[config.mk]
export PLATFORM = sky130hd
export DESIGN_NAME = sgpr_busy_table
export DESIGN_NICKNAME = d
export VERILOG_FILES = /design/src/rtl/sgpr_busy_table.sv
export SDC_FILE = /design/constraint.sdc
export NUM_CORES = 2
export LEC_CHECK = 0
export ABC_AREA = 1
export BUFFER_PORTS_ARGS = -buffer_cell sky130_fd_sc_hd__clkbuf_2
export CELL_PAD_IN_SITES_DETAIL_PLACEMENT = 1
export CELL_PAD_IN_SITES_GLOBAL_PLACEMENT = 2
export CORE_AREA = 2 2 405 407
export DETAILED_ROUTE_END_ITERATION = 10
export DIE_AREA = 0 0 407 409
export GPL_TIMING_DRIVEN = 0
export PLACE_DENSITY = 0.84
export SYNTH_ARGS = -nofsm -noshare
export SYNTH_HDL_FRONTEND = slang
export SYNTH_SLANG_ARGS = --single-unit
[constraint.sdc]
create_clock -name clk -period 5.9 [get_ports clk]
set_input_delay 0.59 -clock clk [delete_from_list [all_inputs] [get_ports clk]]
set_output_delay 0.59 -clock clk [all_outputs]
set_load 0.01 [all_outputs]
[src/rtl/sgpr_busy_table.sv]
// sgpr_busy_table: one busy bit per scalar register for the issue stage.
// Ranges of up to four registers are set on issue and cleared on SALU/LSU
// writeback; a registered hazard query checks two source ranges and one
// destination range against the table (bypassing same-cycle sets).
module sgpr_busy_table #(
    parameter int unsigned NUM_SGPR = 104,
    parameter int unsigned ADDR_W   = 9,
    parameter int unsigned CNT_W    = 7
) (
    input  logic                clk,
    input  logic                rst,
    input  logic                set_valid,
    input  logic [ADDR_W-1:0]   set_addr,
    input  logic [3:0]          set_mask,
    input  logic                clr0_valid,
    input  logic [ADDR_W-1:0]   clr0_addr,
    input  logic [3:0]          clr0_mask,
    input  logic                clr1_valid,
    input  logic [ADDR_W-1:0]   clr1_addr,
    input  logic [3:0]          clr1_mask,
    input  logic                flush,
    input  logic                chk_valid,
    input  logic [ADDR_W-1:0]   chk_s0_addr,
    input  logic [3:0]          chk_s0_mask,
    input  logic [ADDR_W-1:0]   chk_s1_addr,
    input  logic [3:0]          chk_s1_mask,
    input  logic [ADDR_W-1:0]   chk_d_addr,
    input  logic [3:0]          chk_d_mask,
    output logic                chk_done,
    output logic                chk_busy,
    output logic [NUM_SGPR-1:0] busy_vector,
    output logic [CNT_W-1:0]    busy_count,
    output logic                err_clr_idle
);

    // Expand (addr, mask) into a register bitmap; addr+i past the top wraps to the bottom.
    function automatic logic [NUM_SGPR-1:0] range_mask(
        input logic              valid,
        input logic [ADDR_W-1:0] addr,
        input logic [3:0]        mask
    );
        logic [NUM_SGPR-1:0] m;
        int unsigned         idx;
        m = '0;
        for (int unsigned i = 0; i < 4; i++) begin
            idx = 32'(addr) + i;
            if (idx >= NUM_SGPR) idx = idx - NUM_SGPR;
            if (valid && mask[i[1:0]]) m = m | (NUM_SGPR'(1) << idx);
        end
        return m;
    endfunction

    logic [NUM_SGPR-1:0] table_q, table_d;
    logic [CNT_W-1:0]    count_q, count_d;
    logic                err_q, err_d;
    logic                done_q, done_d;
    logic                busy_q, busy_d;

    logic [NUM_SGPR-1:0] set_m, clr0_m, clr1_m, chk_m;

    // Decode all incoming ranges.
    always_comb begin
        set_m  = range_mask(set_valid, set_addr, set_mask);
        clr0_m = range_mask(clr0_valid, clr0_addr, clr0_mask);
        clr1_m = range_mask(clr1_valid, clr1_addr, clr1_mask);
        chk_m  = range_mask(1'b1, chk_s0_addr, chk_s0_mask)
               | range_mask(1'b1, chk_s1_addr, chk_s1_mask)
               | range_mask(1'b1, chk_d_addr, chk_d_mask);
    end

    // Next table state, error flag and count; flush beats set and clear.
    always_comb begin
        table_d = '0;
        err_d   = err_q;
        if (!flush) begin
            table_d = (table_q & ~clr0_m & ~clr1_m) | set_m;
            // A clear of a bit that is idle and not being set this cycle is an error.
            if (|((clr0_m | clr1_m) & ~table_q & ~set_m)) err_d = 1'b1;
        end
        count_d = CNT_W'($countones(table_d));
    end

    // Query evaluation: same-cycle sets count as busy, same-cycle clears are ignored.
    always_comb begin
        done_d = chk_valid;
        busy_d = busy_q;
        if (chk_valid) busy_d = |(chk_m & (table_q | set_m));
    end

    // State registers with asynchronous reset.
    always_ff @(posedge clk or posedge rst) begin
        if (rst) begin
            table_q <= '0;
            count_q <= '0;
            err_q   <= 1'b0;
            done_q  <= 1'b0;
            busy_q  <= 1'b0;
        end else begin
            table_q <= table_d;
            count_q <= count_d;
            err_q   <= err_d;
            done_q  <= done_d;
            busy_q  <= busy_d;
        end
    end

    assign busy_vector  = table_q;
    assign busy_count   = count_q;
    assign err_clr_idle = err_q;
    assign chk_done     = done_q;
    assign chk_busy     = busy_q;

endmodule

==> run_results.csv <==
group,metric,value,unit
logic_synthesis,yosys.area.top_type,"nand2_1",
route,remaining_drc_errors,0,
sta,setup_viol,8,
global_routing,grt_pass1_wl,602,mm
place,dpl.hpwl,368,mm
die,die_area,166000,um^2
logic_synthesis,synthesis.area,46700,um^2
place,placed_cell_area,50800,um^2
pwr,power_density,114,nW/um^2
route,wl_per_cell,37.1,um
logic_synthesis,async_reset_ff_share,100,%
outcome,violations,"capacitance limit, setup timing",
worst_setup_path,crit_family,"adder cells",
die,io_pins,199,
sta,maxSlewViolCount,0,
clock_tree,cts_max_path_buffers,2,
clock_tree,cts_made_buffers,17,
clock_tree,tritoncts,"yes",
worst_setup_path,end_kind,"flip-flop",
global_routing,grt_max_degree,81,
place,dp_cells,11800,
die,initial_core_util,28.8,%
layout,design_area,58100,um^2
logic_synthesis,ys_seq_elements,114,
clock_tree,cts_sinks,114,
sta,period_share,166,%
route,drt_iter0_markers,10800,
outcome,status,"finished, violations left",
logic_synthesis,ys.flop_type,"dfrtp_1",
logic_synthesis,avgSynthCellArea,4.95,um^2
worst_setup_path,max_stage_delay,640,ps
sta,slew_headroom,1.63,%
clock_tree,cts-root-buf,"clkbuf_16",
layout,fillers,22500,
die,row_count,148,
logic_synthesis,synth.yosys.seq_area_share,6.11,%
layout,seqCellArea,2850,um^2
layout,multi_input_area,42900,um^2
layout,post_route_cells_drive_above_1_share,18.0,%
sta,finalClockSkew,11.3,ps
global_routing,grt.overflow.total,0,
layout,syn2layout_area_growth,24.4,%
worst_hold_path,hp-class,"in -> async",
layout,nets,10200,
place,place_congestion,1.20,
die,die_y,409,um
pwr,design_power_total,6620,uW
route,num_vias,75900,
route,ant_nets,0,
global_routing,grt_pass1_vias,73500,
sta,hold_violations,0,
route,wirelength,448,mm
logic_synthesis,yosysUniqueCellTypes,69,
sta,fmax,102,MHz
worst_setup_path,crit_fanout,9,
sta,setup_ws,-3920,ps
die,die_x,407,um
route,via_per_inst,6.28,
worst_setup_path,slowest_stage,"fa_2",
logic_synthesis,syn_inst,9441,
pwr,leakage,0.0267,uW
logic_synthesis,synth_top_area_share,22.2,%
logic_synthesis,yosysMostFrequentCell,"nand2_1",
die,core,162000,um^2
place,port_buffers,182,
logic_synthesis,synth_commonest_cells,"nand2_1 (2768), nor2_1 (2031), nand3_1 (1299), inv_1 (685), nand4_1 (498)",
worst_setup_path,cp.buffers_inverters,9,
clock_tree,worstSkewPairLatency,490,ps
layout,final_cell_count_no_fill,12100,
clock_tree,cts.clk_slew.worst_paths,60,ps
sta,period_needed,9820,ps
global_routing,antenna_found_initial,33,
place,pre_cts_ws,-5600,ps
job,maxCapViolations,1,
worst_setup_path,crit_top_cell,"inv_1",
clock_tree,ctsHtreeMaxLevel,4,
worst_setup_path,cp.arrival,10190,ps
logic_synthesis,syn_nets,9717,
global_routing,grt_use_total,52.1,%
sta,rsz0062_at_grt,"true",
worst_setup_path,required,6270,ps
layout,final_util,35.9,%
logic_synthesis,synth_warnings,0,
sta,worst_pin_slew,1460,ps
route,dr.pass1.iters,8,
logic_synthesis,synth_edf_count,0,
worst_setup_path,critPathKind,"in -> reg",
logic_synthesis,synthTopCellsByArea,"nand2_1 (22%), nor2_1 (16%), nand3_1 (14%)",
pwr,vdd_ir_drop_max,160,uV
worst_setup_path,cp-start-kind,"input port",
-- layout by cell type, fill, tap and decap left out, types with 41 or more instances in the layout --
master,netlist,layout
clkbuf_2,1,241
buf_4,17,273
fa_1,92,70
ha_1,99,79
o21ai_1,53,52
a21oi_1,113,93
nand2_4,6,62
nor2_1,2031,1793
o22ai_1,44,43
inv_2,73,88
clkbuf_1,291,177
clkbuf_4,0,41
nand3_2,6,42
nand2_1,2768,2591
nor2_2,60,164
nor3_1,325,270
o21ai_0,181,148
dfrtp_1,114,114
nand2_2,21,144
buf_2,196,141
nor2_4,10,144
nand4_1,498,498
nand3_1,1299,1254
inv_1,685,648
nor3_2,8,41
-- power by group --
group,internal [uW],switching (uW),leakage (uW)
registers,790,11.6,0.00158
clock network,536,486,0.000252
logic,1040,3750,0.0249
total,2370,4250,0.0267
-- registers in the layout, indices dropped and copies added, names as in the netlist --
| name | cells |
|---|---|
| chk_busy | 1 |
| chk_done | 1 |
| busy_count | 7 |
| err_clr_idle | 1 |
| busy_vector | 104 |
-- final timing paths --
| check | startpoint | endpoint | slack [ps] | depth (start not counted) |
|---|---|---|---|---|
| worst max-delay path | set_addr[2] | busy_count[5] | -3920 | 43 |
| worst min-delay path | rst | busy_count[5] | 110 | 2 |
| worst max register to register | busy_vector[9] | busy_count[5] | -1450 | 22 |
| worst min register to register | err_clr_idle | err_clr_idle | 480 | 2 |
| max in group asynchronous | rst | busy_vector[60] | 4940 | 3 |
| min in group clk | chk_valid | chk_done | 410 | 1 |
-- worst reg2reg max path, delay by kind of cell (launching register included) --
family / cells / cell delay, ps
AO/OA/AOI/OAI: 3 / 860
AND/OR/NAND/NOR: 5 / 590
flip-flops: 1 / 410
buffers and inverters: 3 / 340
adder cells (fa/ha/maj): 10 / 4880
XOR/XNOR: 1 / 160
-- kinds of logic (layout without fill, tap and decap cells) --
family                   after synthesis  after routing  synth area share (%)
AND/OR/NAND/NOR                     7184           7193                  66.7
flip-flops                           114            114                  6.11
buffers and inverters               1308           1760                  11.2
XOR/XNOR                              98             98                  2.34
AO/OA/AOI/OAI                        546            546                  7.00
other                                  0             19                     0
adder cells (fa/ha/maj)              191            191                  6.59
-- cell type report --
| class | count | area share (%) |
|---|---|---|
| well taps | 2175 | 4.68 |
| clock buffers | 17 | 0.732 |
| diodes | 19 | 0.0818 |
| repair buffers | 420 | 5.26 |
| inverters | 776 | 5.20 |
| clock inverters | 15 | 0.196 |
| multi-input cells | 8028 | 73.8 |
| flip-flops and latches | 114 | 4.91 |
| plain buffers | 532 | 5.11 |
-- metrics by stage --
stage | TNS, ps | hold WS, ps
floorplan | -17460 | 500
global route | -25900 | 139
global placement | -36670 | 458
CTS | -22220 | 109
finish | -25510 | 106
detailed placement | -38060 | 460
-- per-layer routing --
metal / GRT usage (%) / vias to the layer above / part of all wire, %
li1: - / 31800 / -
met5: 3.13 / - / 0.097
met2: 75.4 / 5502 / 41
met1: 58.3 / 36800 / 35
met3: 19.9 / 1841 / 12
met4: 48.2 / 22 / 12
-- timing repair --
action | 4_1_cts | 5_1_grt
setup buffers | 200 | 28
gates resized for setup | 1073 | 232
gates cloned | 9 | 0
pin swaps | 206 | 89
hold buffers | 0 | 0
setup endpoints to repair | 8 | 8
Power figures use the tool's default switching activity.
